**src/rtl/mem_write_arbiter_pkg.sv**
```systemverilog
// Shared types and helpers for the memory write arbiter and the Memory
// read-side address stage.
//   arb_state_e : loader session state (IDLE / ACCEPT / DRAIN)
//   addr_is_io  : I/O range decode, address 0 is never I/O
package mem_write_arbiter_pkg;

  typedef enum logic [1:0] {
    ST_IDLE   = 2'd0,
    ST_ACCEPT = 2'd1,
    ST_DRAIN  = 2'd2
  } arb_state_e;

  // True when addr lies in [base, base+count); subtract first so base+count
  // cannot wrap.
  function automatic logic addr_is_io(input logic [31:0] addr,
                                      input logic [31:0] base,
                                      input logic [31:0] count);
    return (addr != 32'd0) && (count != 32'd0) && (addr >= base) &&
           ((addr - base) < count);
  endfunction

endpackage

```
**src/rtl/mem_write_fifo2.sv**
```systemverilog
// Two-entry FIFO holding loader writes until the core leaves a free cycle.
//   clock, reset     : clock, synchronous active-high reset
//   push, push_data  : write one entry (ignored when full and not popping)
//   pop              : drop the head entry (ignored when empty)
//   head             : registered head entry
//   full, empty      : occupancy flags, both derived from the count register
module mem_write_fifo2 #(
  parameter int unsigned WIDTH = 46
) (
  input  logic             clock,
  input  logic             reset,
  input  logic             push,
  input  logic [WIDTH-1:0] push_data,
  input  logic             pop,
  output logic [WIDTH-1:0] head,
  output logic             full,
  output logic             empty
);

  logic [WIDTH-1:0] mem0_q, mem0_d;
  logic [WIDTH-1:0] mem1_q, mem1_d;
  logic [1:0]       count_q, count_d;
  logic             do_push, do_pop;

  // mem0 is always the head; a pop shifts mem1 forward.
  always_comb begin : fifo_next_c
    do_pop  = pop && (count_q != 2'd0);
    do_push = push && ((count_q != 2'd2) || do_pop);
    mem0_d  = mem0_q;
    mem1_d  = mem1_q;
    count_d = count_q;
    case ({do_push, do_pop})
      2'b01: begin
        mem0_d  = mem1_q;
        count_d = count_q - 2'd1;
      end
      2'b10: begin
        if (count_q == 2'd0) mem0_d = push_data;
        else                 mem1_d = push_data;
        count_d = count_q + 2'd1;
      end
      2'b11: begin
        if (count_q == 2'd1) begin
          mem0_d = push_data;
        end else begin
          mem0_d = mem1_q;
          mem1_d = push_data;
        end
      end
      default: ;
    endcase
  end

  always_ff @(posedge clock) begin : fifo_regs
    if (reset) begin
      mem0_q  <= '0;
      mem1_q  <= '0;
      count_q <= 2'd0;
    end else begin
      mem0_q  <= mem0_d;
      mem1_q  <= mem1_d;
      count_q <= count_d;
    end
  end

  assign head  = mem0_q;
  assign full  = (count_q == 2'd2);
  assign empty = (count_q == 2'd0);

endmodule

```
**src/rtl/mem_write_arbiter.sv**
```systemverilog
// Shares the Memory write port between the core (absolute priority, never
// stalled) and a valid/ready loader stream buffered in a 2-entry FIFO.
//   clock, reset            : clock, synchronous active-high reset
//   core_write_*            : core write request, always granted
//   loader_enable           : opens a session; deassertion drains and closes it
//   loader_valid/ready/addr/data : loader handshake and payload
//   write_*                 : registered Memory write port, incl. early I/O flag
//   loader_busy             : session open or draining
//   loader_write_count      : loader words issued this session (saturating)
//   loader_starved          : sticky, FIFO held full by the core too long
module mem_write_arbiter
  import mem_write_arbiter_pkg::*;
#(
  parameter int unsigned WORD_WIDTH        = 36,
  parameter int unsigned ADDR_WIDTH        = 10,
  parameter int unsigned IO_PORT_BASE_ADDR = 0,
  parameter int unsigned IO_PORT_COUNT     = 0,
  parameter int unsigned STARVE_LIMIT      = 64,
  parameter int unsigned COUNT_WIDTH       = 16
) (
  input  logic                   clock,
  input  logic                   reset,
  input  logic                   core_write_enable,
  input  logic [ADDR_WIDTH-1:0]  core_write_addr,
  input  logic [WORD_WIDTH-1:0]  core_write_data,
  input  logic                   loader_enable,
  input  logic                   loader_valid,
  output logic                   loader_ready,
  input  logic [ADDR_WIDTH-1:0]  loader_addr,
  input  logic [WORD_WIDTH-1:0]  loader_data,
  output logic                   write_enable,
  output logic [ADDR_WIDTH-1:0]  write_addr,
  output logic                   write_addr_is_IO,
  output logic [WORD_WIDTH-1:0]  write_data,
  output logic                   loader_busy,
  output logic [COUNT_WIDTH-1:0] loader_write_count,
  output logic                   loader_starved
);

  localparam int unsigned FIFO_W   = ADDR_WIDTH + WORD_WIDTH;
  localparam int unsigned STARVE_W = (STARVE_LIMIT < 2) ? 1 : $clog2(STARVE_LIMIT + 1);

  arb_state_e             state_q, state_d;
  logic                   write_enable_q, write_enable_d;
  logic [ADDR_WIDTH-1:0]  write_addr_q, write_addr_d;
  logic [WORD_WIDTH-1:0]  write_data_q, write_data_d;
  logic                   write_is_io_q, write_is_io_d;
  logic                   loader_busy_q, loader_busy_d;
  logic [COUNT_WIDTH-1:0] write_count_q, write_count_d;
  logic                   starved_q, starved_d;
  logic [STARVE_W-1:0]    starve_cnt_q, starve_cnt_d;

  logic                   accept_open, session_start;
  logic                   fifo_push, fifo_pop, fifo_full, fifo_empty;
  logic [FIFO_W-1:0]      fifo_head;

  mem_write_fifo2 #(.WIDTH(FIFO_W)) u_fifo (
    .clock     (clock),
    .reset     (reset),
    .push      (fifo_push),
    .push_data ({loader_addr, loader_data}),
    .pop       (fifo_pop),
    .head      (fifo_head),
    .full      (fifo_full),
    .empty     (fifo_empty)
  );

  // Session next state; re-enabling while draining resumes the same session.
  always_comb begin : fsm_next_c
    state_d = state_q;
    case (state_q)
      ST_IDLE:   if (loader_enable) state_d = ST_ACCEPT;
      ST_ACCEPT: if (!loader_enable) state_d = ST_DRAIN;
      ST_DRAIN: begin
        if (loader_enable)   state_d = ST_ACCEPT;
        else if (fifo_empty) state_d = ST_IDLE;
      end
      default:   state_d = ST_IDLE;
    endcase
  end

  // Session-level outputs.
  always_comb begin : fsm_out_c
    accept_open   = (state_q == ST_ACCEPT);
    session_start = (state_q == ST_IDLE) && loader_enable;
    loader_busy_d = (state_d != ST_IDLE);
  end

  assign loader_ready = accept_open && !fifo_full;
  assign fifo_push    = loader_valid && loader_ready;

  // Write-port grant; an idle cycle holds address/data so the I/O flag holds too.
  always_comb begin : grant_c
    write_enable_d = 1'b0;
    write_addr_d   = write_addr_q;
    write_data_d   = write_data_q;
    fifo_pop       = 1'b0;
    if (core_write_enable) begin
      write_enable_d = 1'b1;
      write_addr_d   = core_write_addr;
      write_data_d   = core_write_data;
    end else if (!fifo_empty) begin
      write_enable_d = 1'b1;
      write_addr_d   = fifo_head[FIFO_W-1 -: ADDR_WIDTH];
      write_data_d   = fifo_head[WORD_WIDTH-1:0];
      fifo_pop       = 1'b1;
    end
    write_is_io_d = addr_is_io(32'(write_addr_d), 32'(IO_PORT_BASE_ADDR),
                               32'(IO_PORT_COUNT));
  end

  // Per-session statistics: issued-word count and starvation tracking.
  always_comb begin : session_stats_c
    write_count_d = write_count_q;
    if (session_start) begin
      write_count_d = '0;
    end else if (fifo_pop && (write_count_q != '1)) begin
      write_count_d = write_count_q + COUNT_WIDTH'(1);
    end

    starve_cnt_d = '0;
    if (fifo_full && core_write_enable) begin
      starve_cnt_d = (starve_cnt_q >= STARVE_W'(STARVE_LIMIT)) ? starve_cnt_q
                                                              : starve_cnt_q + STARVE_W'(1);
    end

    starved_d = !session_start &&
                (starved_q || (starve_cnt_d >= STARVE_W'(STARVE_LIMIT)));
  end

  always_ff @(posedge clock) begin : arb_regs
    if (reset) begin
      state_q        <= ST_IDLE;
      write_enable_q <= 1'b0;
      write_addr_q   <= '0;
      write_data_q   <= '0;
      write_is_io_q  <= 1'b0;
      loader_busy_q  <= 1'b0;
      write_count_q  <= '0;
      starved_q      <= 1'b0;
      starve_cnt_q   <= '0;
    end else begin
      state_q        <= state_d;
      write_enable_q <= write_enable_d;
      write_addr_q   <= write_addr_d;
      write_data_q   <= write_data_d;
      write_is_io_q  <= write_is_io_d;
      loader_busy_q  <= loader_busy_d;
      write_count_q  <= write_count_d;
      starved_q      <= starved_d;
      starve_cnt_q   <= starve_cnt_d;
    end
  end

  assign write_enable       = write_enable_q;
  assign write_addr         = write_addr_q;
  assign write_data         = write_data_q;
  assign write_addr_is_IO   = write_is_io_q;
  assign loader_busy        = loader_busy_q;
  assign loader_write_count = write_count_q;
  assign loader_starved     = starved_q;

endmodule

```
**config.mk**
```make
export PLATFORM = sky130hd
export DESIGN_NAME = mem_write_arbiter
export DESIGN_NICKNAME = d
export VERILOG_FILES = /design/src/rtl/mem_write_arbiter_pkg.sv /design/src/rtl/mem_write_fifo2.sv /design/src/rtl/mem_write_arbiter.sv
export SDC_FILE = /design/constraint.sdc
export NUM_CORES = 1
export LEC_CHECK = 0
export ABC_AREA = 1
export CAP_MARGIN = 20
export CELL_PAD_IN_SITES_DETAIL_PLACEMENT = 2
export CELL_PAD_IN_SITES_GLOBAL_PLACEMENT = 2
export CORE_MARGIN = 3
export CORE_UTILIZATION = 30
export CTS_CLUSTER_SIZE = 20
export DETAILED_ROUTE_END_ITERATION = 10
export HOLD_SLACK_MARGIN = 0.02
export PLACE_DENSITY = 0.95
export SYNTH_ARGS = -nofsm -noshare
export SYNTH_HDL_FRONTEND = slang
export SYNTH_SLANG_ARGS = --single-unit
```
**constraint.sdc**
```tcl
create_clock -name clock -period 5.55 [get_ports clock]
set_clock_uncertainty 0.1 [all_clocks]
set_input_delay 1.11 -clock clock [delete_from_list [all_inputs] [get_ports clock]]
set_output_delay 1.11 -clock clock [all_outputs]
set_load 0.01 [all_outputs]
```
-- After elaboration in Yosys (flattened, before gate mapping)
Index checks and enable logic that the tools add are counted.
- register bits after elaboration: 168
- bits in latches: 0
- memories kept: 0
- bits in read-only memories: 0
- output and inout port bits: 67
- word-level logic and storage cells: 73
- bits in writable memories: 0
- input bits: 97
- divide/modulo/power cells: 0
- reduce and logical (&&, ||, !) cells: 22
- add/subtract/negate cells: 4
- mux-type cells: 21
- shift operators: 0
- multipliers: 0
- bitwise logic cells: 0
- magnitude comparators: 2
- eq/ne operators: 13
- operators by type and width (operator ; count):
    2-to-1 mux 46 bit ; 4
    case mux 46 bit (3 select lines) ; 1
    case mux 46 bit (2 select lines) ; 1
    2-to-1 mux 36 bit ; 2
    2-to-1 mux 10 bit ; 2
    adder 16 x 1 -> 16 bit (second input constant) ; 1
    inequality test 16 bit (second input constant) ; 1
    greater-or-equal comparator 7 bit (second input constant) ; 2
    2-to-1 mux 7 bit ; 2
    inequality test 2 bit (second input constant) ; 5
    equality test 2 bit (second input constant) ; 4
    logical AND 1 bit ; 8
    2-to-1 mux 2 bit ; 4
    nonzero test 2 bit ; 4
    adder 7 x 1 -> 7 bit (second input constant) ; 1
    equality test 2 x 1 -> 1 bit (second input constant) ; 3
    case mux 2 bit (3 select lines) ; 1
    zero test 2 bit ; 2
    case mux 2 bit (2 select lines) ; 1
    2-to-1 mux 1 bit ; 3
    AND reduction 3 bit ; 1
    nonzero test 3 bit ; 1
    adder 2 x 1 -> 2 bit (second input constant) ; 1
    zero test 1 bit ; 2
    4 further kinds ; 5

-- Longest topological paths before layout
Gate-level depths: netlist (run 1).
- depth after elaboration: 9
- gate-level depth with buffers: 12
- mapped depth without buffers: 11

-- Hierarchy
Synthesis (run 1) repeated with hierarchy kept, for this count alone.
- cells, all modules: 1425
- area, all modules: 8714.6 um^2
- modules (own cells, without submodules) (module ; instances ; sequential area each (um^2) ; cells each ; area an instance (um^2)):
    mem_write_fifo2 ; 1 ; 1881.8 ; 872 ; 5098.6
    mem_write_arbiter ; 1 ; 1481.4 ; 553 ; 3616.0

-- Least setup slack after synthesis (run 1)
Ideal clock, no wire load.
- path kind: input to register
- start: input core_write_enable
- end: register u_fifo.mem0_q[20], in the netlist u_fifo.head[20]
- required time: 5334 ps
- library setup time: 116 ps
- buffers on the path: 2
- stages on the path: 9
- slack: 2789 ps
- arrival time: 2545 ps
- cells stage by stage: nor2_4 clkbuf_1 ha_1 nand2_1 o21ai_2 clkbuf_1 o21ai_1 nor2_1 nor2_1
- cells in the longest elaborated chain, start to end: 7
- elaborated cells on any way between the ends: 11
- those cells by class: 4 x eq/ne; 2 x mux; 5 x reduce/logical
- ends and longest elaborated chain (what ; line ; source):
    start: declaration ; mem_write_arbiter.sv:23 ; input logic core_write_enable,
    2-to-1 mux 1 bit * ; mem_write_arbiter.sv:98 ; if (core_write_enable) begin
    logical AND 1 bit * ; mem_write_fifo2.sv:27 ; do_pop = pop && (count_q != 2'd0);
    logical OR 1 bit ; mem_write_fifo2.sv:28 ; do_push = push && ((count_q != 2'd2) || do_pop);
    logical AND 1 bit ; mem_write_fifo2.sv:28 ;
    equality test 2 bit / equality test 2 x 1 -> 1 bit (equally long branches) ; mem_write_fifo2.sv:32 ; case ({do_push, do_pop})
    inequality test 2 bit (no line) / nonzero test 3 bit (equally long branches) ; - ;
    AND reduction 2 bit (no line) ; - ;
    end signal: assignment ; mem_write_fifo2.sv:60 ; mem0_q <= mem0_d;
    end: declaration ; mem_write_fifo2.sv:20 ; logic [WIDTH-1:0] mem0_q, mem0_d;
Every way passes the cells marked *; elsewhere a longest branch is shown, timed or not.
A chain may end at the register's enable or synchronous reset.

-- Worst setup path in the final report (run 1)
- start: register u_fifo.count_q[0]
- end: register u_fifo.mem1_q[2]
- cells in the longest elaborated chain, start to end: 9
- elaborated cells on any way between the ends: 20
- those cells by class: 7 x eq/ne; 3 x mux; 10 x reduce/logical
- ends and longest elaborated chain (what ; line ; source):
    start: declaration ; mem_write_fifo2.sv:22 ; logic [1:0] count_q, count_d;
    start signal: assignment ; mem_write_fifo2.sv:62 ; count_q <= count_d;
    zero test 2 bit ; mem_write_fifo2.sv:38, mem_write_fifo2.sv:68 ;
    2-to-1 mux 1 bit ; mem_write_arbiter.sv:102 ; end else if (!fifo_empty) begin
    2-to-1 mux 1 bit ; mem_write_arbiter.sv:98 ;
    logical AND 1 bit ; mem_write_fifo2.sv:27 ;
    logical OR 1 bit ; mem_write_fifo2.sv:28 ;
    logical AND 1 bit ; mem_write_fifo2.sv:28 ;
    equality test 2 bit ; mem_write_fifo2.sv:32 ;
    inequality test 2 bit (no line) / nonzero test 2 bit (equally long branches) ; - ;
    AND reduction 3 bit (no line) ; - ;
    end signal: assignment ; mem_write_fifo2.sv:61 ; mem1_q <= mem1_d;
    end: declaration ; mem_write_fifo2.sv:21 ; logic [WIDTH-1:0] mem1_q, mem1_d;
Several ways; a longest one is shown, not always the timed one.

==> summary.txt, run 1 <==
Run status
  • Run status: complete, no violations

Critical path
  • Setup CP Type: reg -> reg
  • Crit Path Max Fanout: 47
  • Startpoint Class: register
  • Critical path data required time: 5.78 ns
  • Crit. End Element: register
  • Arrival time reported for the critical path endpoint: 4.10 ns

Global route
  • Number of antenna violations at the first check in global routing: 6
  • Wire length of the first global-routing pass: 45.1 mm
  • Sum of overflow across all layers after global routing: 0
  • Largest net degree at the start of global routing: 72
  • GRT Overall Usage: 21.0%
  • Number of global-route vias before repair: 8513

Logic synthesis
  • Flop and latch count out of synthesis: 168
  • Cell taking the most area after synthesis: sky130_fd_sc_hd__dfxtp_1
  • Synthesized-area fraction occupied by and/or/nand/nor cells: 28.0%
  • Number of flops mapped to enable cells by yosys: 0
  • Async set-or-reset flop fraction in the synthesized netlist: 0%
  • Share of the yosys chip area belonging to registers: 44.2%
  • Warning count from the yosys run: 0
  • Most used standard cell by instance count after synthesis: sky130_fd_sc_hd__nand2_1
  • Xor and xnor area share after synthesis: 0.460%
  • Fraction of the mapped netlist area in adder cells: 1.48%
  • Most numerous cell types in the synthesized netlist: 233 x sky130_fd_sc_hd__nand2_1, 168 x sky130_fd_sc_hd__dfxtp_1, 124 x sky130_fd_sc_hd__inv_1
  • Most used DFF post-synth: sky130_fd_sc_hd__dfxtp_1
  • Synth Instances: 1091
  • Fraction of the mapped netlist area in compound gates: 14.5%
  • Yosys cell types: 35
  • Dominant cells by area after synthesis: sky130_fd_sc_hd__dfxtp_1 44%, sky130_fd_sc_hd__nand2_1 11%, sky130_fd_sc_hd__o21ai_0 7.6%
  • Summed instance area of the synthesized netlist: 7610 um^2
  • Post-synth top area share: 44.2%
  • Average cell area after synthesis: 6.98 um^2
  • Portion of netlist area occupied by mux cells: 0%
  • Net count after synthesis: 1197
  • Dominant combinational cell family by area after synthesis: simple AND/OR/NAND/NOR gates

Power and ir drop
  • Power density over cell area: 350 nW/um^2
  • Leakage Power: 0.00423 uW
  • Maximum resistive drop on vdd: 0.197 mV

Drt
  • Final routed wire length divided by cell count: 18.3 um
  • Detailed-route via count: 7736
  • Total Wirelength: 28.5 mm
  • Routed length on met1: 11.9 mm
  • Length of routed met3 wiring: 1.12 mm
  • Number of search-and-repair iterations in the first detailed-routing pass: 4
  • Remaining antenna violation count after routing: 0
  • Starting DRC count in detailed routing: 341
  • Max layer used: met5
  • Wire length on met2: 14.9 mm
  • Drc violations: 0
  • Vias/cell: 4.97

Flow run
  • Maxcap violations: 0

Cells and area
  • Multi-input logic area: 3400 um^2
  • Fraction of final layout cells with drive strength greater than 1: 5.94%
  • Fill count: 2875
  • Synthesis-to-layout area growth: 31.6%
  • Total area of sequential cells: 3360 um^2
  • Final #Nets: 1322
  • Final core utilization: 40.7%

Clocking
  • Gates resized, CTS repair: 0
  • Sinks on Clock Net: 168
  • Number of buffers inserted during clock tree synthesis: 17
  • Maximum clock path buffer count: 2
  • Hold-fix buffers at CTS: 0
  • Clock tree from TritonCTS: yes
  • Clock-pin slew on the worst setup and hold paths: 0.07 ns
  • Post-CTS Setup Inserts: 0
  • Clk root buf: sky130_fd_sc_hd__clkbuf_16
  • Clock Latency Late Sink: 0.43 ns
  • Number of levels the H-tree was split into: 4

STA
  • Slew of the pin with the lowest slew margin: 1.10 ns
  • Endpoints failing hold: 0
  • Minimum period implied by the final worst setup slack: 3.87 ns
  • Final count of negative-setup-slack endpoints: 0
  • Setup TNS: 0 ns
  • Worst slew margin relative to its limit: 26.6%
  • Setup repair after global routing missed its margin: false
  • Total count of max-transition violations in the final report: 0
  • Share of the clock period used by the worst path: 69.8%
  • Fmax: 0.258 GHz

Die
  • Die Outline Area: 27300 um^2
  • Number of rows in the core area: 57
  • X dimension of the die: 165 um
  • Initial Utilization: 30.9%
  • Core Region: 24600 um^2
  • IO Count: 164
  • Overall die height: 165 um

Placement
  • RePlAce Congestion: 0.791
  • Dpl hpwl: 18.8 mm
  • Buffers on Ports: 162

Hold path
  • Hold WC Path Type: reg -> reg
-- path summary, 6_finish.rpt --
path / startpoint / end / slack, ns / depth (start not counted)
setup / recovery: u_fifo.count_q[0] / u_fifo.mem1_q[2] / 1.68 / 11
hold / removal: u_fifo.mem1_q[16] / u_fifo.mem1_q[16] / 0.35 / 2
setup reg to reg: u_fifo.count_q[0] / u_fifo.mem1_q[2] / 1.68 / 11
hold reg to reg: u_fifo.mem1_q[16] / u_fifo.mem1_q[16] / 0.35 / 2
-- flip-flops by register name, summed over array words and instances, names as in the netlist --
name	cells
loader_write_count	16
write_addr	10
u_fifo.head	46
u_fifo.count_q	2
loader_busy	1
write_enable	1
loader_starved	1
starve_cnt_q	7
state_q	2
u_fifo.mem1_q	46
write_data	36
-- layout by cell type, fill, tap and decap left out, types with 9 or more instances in the layout --
master	netlist	final
sky130_fd_sc_hd__nand3_1	103	103
sky130_fd_sc_hd__clkbuf_16	0	17
sky130_fd_sc_hd__clkdlybuf4s50_1	0	161
sky130_fd_sc_hd__nand2_1	233	233
sky130_fd_sc_hd__ha_1	9	9
sky130_fd_sc_hd__inv_1	124	124
sky130_fd_sc_hd__a21oi_1	63	63
sky130_fd_sc_hd__nand2_2	15	15
sky130_fd_sc_hd__dfxtp_1	168	168
sky130_fd_sc_hd__o21ai_0	116	116
sky130_fd_sc_hd__o21ai_1	31	31
sky130_fd_sc_hd__nor2_1	120	120
-- power by group --
group | internal, uW | leakage, uW | switching (uW) | total [uW]
Sequential | 1360 | 0.00138 | 79.5 | 1440
Combinational | 280 | 0.00254 | 487 | 767
Clock | 782 | 0.000308 | 522 | 1300
-- cell type report --
cell class / instances / area share (%)
flip-flops and latches: 168 / 33.6
clock inverters: 10 / 1.69
repair buffers: 171 / 17.1
diodes: 4 / 0.0999
inverters: 131 / 4.95
multi-input cells: 727 / 34.0
clock buffers: 22 / 4.63
well taps: 324 / 4.05
-- routing by layer --
metal  vias to the layer above  track usage (%)
li1                       3721                -
met1                      3804             24.0
met2                       152             38.7
met3                        51             3.64
met4                         8             8.36
met5                         -                0
-- worst max-delay path, stage by stage (launching register included) --
cell and delay [ns]:
sky130_fd_sc_hd__dfxtp_1 0.38, sky130_fd_sc_hd__inv_1 0.12, sky130_fd_sc_hd__ha_1 0.31, sky130_fd_sc_hd__nor2_4 0.46, sky130_fd_sc_hd__inv_2 0.16, sky130_fd_sc_hd__ha_1 0.28, sky130_fd_sc_hd__or2_2 0.70, sky130_fd_sc_hd__o211ai_4 0.29
sky130_fd_sc_hd__buf_12 0.23, sky130_fd_sc_hd__buf_4 0.29, sky130_fd_sc_hd__o21ai_0 0.18, sky130_fd_sc_hd__a21oi_1 0.26
-- logic make-up (layout without fill, tap and decap cells) --
logic type,after synthesis,after routing
buf+inv,196,334
flops,168,168
other cells,1,5
simple gates,497,497
compound gates,216,216
xor+xnor,4,4
fa+ha+maj,9,9
-- through the flow --
stage | hold slack (ns) | std cells | cell area [um^2] | setup WS (ns) | power, uW
floorplan | 0.325 | 1091 | 7610 | 2.79 | 1920
global placement | 0.335 | 1519 | 9340 | 1.23 | 2160
detailed placement | 0.346 | 1519 | 9340 | 1.02 | 2220
CTS | 0.354 | 1551 | 9970 | 1.36 | 3530
global route | 0.381 | 1555 | 10000 | 1.36 | 3700
finish | 0.351 | 1557 | 10000 | 1.68 | 3510
No activity file was read; power rests on OpenSTA's default activity.
==> run 2: changes to the inputs <==
--- a/config.mk
+++ b/config.mk
@@ -10,11 +10,11 @@
 export CELL_PAD_IN_SITES_DETAIL_PLACEMENT = 2
 export CELL_PAD_IN_SITES_GLOBAL_PLACEMENT = 2
 export CORE_MARGIN = 3
-export CORE_UTILIZATION = 30
+export CORE_UTILIZATION = 25
 export CTS_CLUSTER_SIZE = 20
 export DETAILED_ROUTE_END_ITERATION = 10
 export HOLD_SLACK_MARGIN = 0.02
-export PLACE_DENSITY = 0.95
+export PLACE_DENSITY = 0.88
 export SYNTH_ARGS = -nofsm -noshare
 export SYNTH_HDL_FRONTEND = slang
 export SYNTH_SLANG_ARGS = --single-unit
==> constraint.sdc (replaced) <==
create_clock -name clock -period 3.2 [get_ports clock]
set_clock_uncertainty 0.1 [all_clocks]
set_input_delay 0.64 -clock clock [delete_from_list [all_inputs] [get_ports clock]]
set_output_delay 0.64 -clock clock [all_outputs]
set_load 0.01 [all_outputs]
==> run 2 against run 1 <==
Against the previous run: final area increased by 0.72%; combinational power increased by 72%; maximum frequency increased by 32%; hold slack got worse by 0.0019 ns; count of clock-buffer cells in the layout decreased by 3; critical path depth increased by 1; via count decreased by 1.6%; sequential cell count unchanged.
==> summary.txt, run 2 (synthesis gave the netlist of run 1 again) <==
Run status
  • Run status: complete, no violations

Cells and area
  • Most common cell after layout, fill and taps aside: sky130_fd_sc_hd__nand2_1
  • Final #Nets: 1327 (+0.38%)
  • Leading cell types in the layout, fill and taps excluded: 233 x sky130_fd_sc_hd__nand2_1, 168 x sky130_fd_sc_hd__dfxtp_1, 161 x sky130_fd_sc_hd__clkdlybuf4s50_1, 124 x sky130_fd_sc_hd__inv_1, 120 x sky130_fd_sc_hd__nor2_1
  • Post-route non-filler standard cell count: 1622 (+4.2%)
  • Number of inserted diodes: 0 (-4)
  • Fraction of final layout cells with drive strength greater than 1: 6.41% (+0.47 points)
  • Fill count: 3486 (+21%)
  • Synthesis-to-layout area growth: 32.6%

Power and ir drop
  • Maximum resistive drop on vdd: 0.273 mV (+38%)
  • Power density over cell area: 572 nW/um^2 (+63%)
  • Leakage Power: 0.00422 uW (-0.21%)

Die
  • Die Outline Area: 32600 um^2 (+19%)
  • Core Region: 29800 um^2 (+21%)
  • IO Count: 164 (unchanged)
  • Overall die height: 181 um (+9.2%)
  • Initial Utilization: 25.6% (-5.4 points)
  • X dimension of the die: 181 um (+9.2%)
  • Number of rows in the core area: 63 (+11%)

Clocking
  • Clock Latency Late Sink: 0.42 ns (about the same)
  • Sinks on Clock Net: 168 (unchanged)
  • Clock tree from TritonCTS: yes
  • Number of buffers inserted during clock tree synthesis: 17 (unchanged)
  • Clock-pin slew on the worst setup and hold paths: 0.07 ns (about the same)
  • Hold-fix buffers at CTS: 0 (unchanged)
  • Number of levels the H-tree was split into: 4 (unchanged)
  • Clk root buf: sky130_fd_sc_hd__clkbuf_16
  • Gates resized, CTS repair: 0 (unchanged)
  • Maximum clock path buffer count: 2 (unchanged)
  • Post-CTS Setup Inserts: 0 (unchanged)

Drt
  • Drc violations: 0 (unchanged)
  • Vias/cell: 4.69 (-5.5%)
  • Remaining antenna violation count after routing: 0 (unchanged)
  • Number of search-and-repair iterations in the first detailed-routing pass: 4 (unchanged)
  • Starting DRC count in detailed routing: 275 (-19%)
  • Detailed-route via count: 7612 (-1.6%)
  • Total Wirelength: 26.8 mm (-6.1%)
  • Final routed wire length divided by cell count: 16.5 um (-9.9%)

STA
  • Setup repair after global routing missed its margin: false
  • Share of the clock period used by the worst path: 91.4% (+22 points)
  • Final count of negative-setup-slack endpoints: 0 (unchanged)
  • PnR worst setup slack: 0.276 ns (-1.40 ns)
  • Endpoints failing hold: 0 (unchanged)
  • Total count of max-transition violations in the final report: 0 (unchanged)
  • Setup TNS: 0 ns (unchanged)
  • Worst slew margin relative to its limit: 36.6% (+10 points)
  • Slew of the pin with the lowest slew margin: 0.950 ns (-0.151 ns)
  • Minimum period implied by the final worst setup slack: 2.92 ns (-0.950 ns)
  • Fmax: 0.342 GHz (+32%)

Global route
  • Number of global-route vias before repair: 8429 (-0.99%)
  • Wire length of the first global-routing pass: 44.2 mm (-2.1%)
  • Number of antenna violations at the first check in global routing: 4 (-2)
  • GRT Overall Usage: 16.5% (-4.5 points)
  • Largest net degree at the start of global routing: 72 (unchanged)
  • Sum of overflow across all layers after global routing: 0 (unchanged)

Critical path
  • Slack of the worst reg-to-reg path: 0.28 ns (-1.40 ns)
  • Startpoint Class: register
  • Crit. End Element: register
  • Crit Path Max Fanout: 34 (-28%)
  • Arrival time reported for the critical path endpoint: 3.19 ns (-0.91 ns)
  • Critical path data required time: 3.46 ns (-2.32 ns)
  • Setup CP Type: reg -> reg

Placement
  • RePlAce Congestion: 0.765 (-3.3%)
  • Inst Count DP: 1592 (+4.8%)
  • Dpl hpwl: 18.1 mm (-3.9%)
  • Buffers on Ports: 162 (unchanged)
  • DP Worst Slack: 0.193 ns (-0.823 ns)

Flow run
  • Maxcap violations: 0 (unchanged)

Hold path
  • Hold WC Path Type: reg -> reg
run 2: metrics by stage:
stage | power [uW] | cell area [um^2] | utilization, % | hold WS [ns]
CTS | 5880 | 10100 | 33.9 | 0.352
global placement | 3810 | 9550 | 32.0 | 0.332
finish | 5770 | 10100 | 33.9 | 0.349
floorplan | 3340 | 7610 | - | 0.325
global route | 6140 | 10100 | 33.9 | 0.367
detailed placement | 3880 | 9550 | 32.0 | 0.342
run 2: path summary, 6_finish.rpt:
check,from,endpoint,cells after the start
max,u_fifo.count_q[0],u_fifo.head[41],12
min,u_fifo.mem1_q[7],u_fifo.mem1_q[7],2
max reg2reg,u_fifo.count_q[0],u_fifo.head[41],12
min reg2reg,u_fifo.mem1_q[7],u_fifo.mem1_q[7],2
run 2: area by class of cell:
cell class              instances  area [um^2]  share of cell area (%)
flip-flops and latches        168         3360                    33.3
multi-input cells             727         3400                    33.7
well taps                     390          488                    4.84
inverters                     131          495                    4.91
clock buffers                  19          453                    4.49
repair buffers                176         1800                    17.8
clock inverters                11         92.6                   0.917
run 2: critical path, stage by stage, from the launching register on:
cell and delay, ns:
sky130_fd_sc_hd__dfxtp_1 0.36, sky130_fd_sc_hd__inv_1 0.10, sky130_fd_sc_hd__ha_1 0.29, sky130_fd_sc_hd__nor3_4 0.25, sky130_fd_sc_hd__and2_1 0.25, sky130_fd_sc_hd__ha_1 0.26, sky130_fd_sc_hd__nand2_1 0.20, sky130_fd_sc_hd__nand2_2 0.32
sky130_fd_sc_hd__buf_12 0.25, sky130_fd_sc_hd__nand3_1 0.11, sky130_fd_sc_hd__o21ai_1 0.14, sky130_fd_sc_hd__nor2_1 0.07, sky130_fd_sc_hd__nor2_1 0.13
run 2: where the power goes:
group / switching, uW / total [uW] / internal, uW
combinational: 818 / 1320 / 501
clock: 921 / 1960 / 1040
sequential: 129 / 2490 / 2360
total: 1870 / 5770 / 3900
run 2: layer usage:
metal | global-route usage, % | share of wire [%] | vias to the layer above | wire [um]
met5 | 0 | 0.19 | - | 51
met4 | 3.93 | 1.2 | 6 | 314
met3 | 3.03 | 3.8 | 27 | 1010
met2 | 30.0 | 50 | 137 | 13400
met1 | 20.2 | 45 | 3731 | 12000
li1 | - | - | 3711 | -
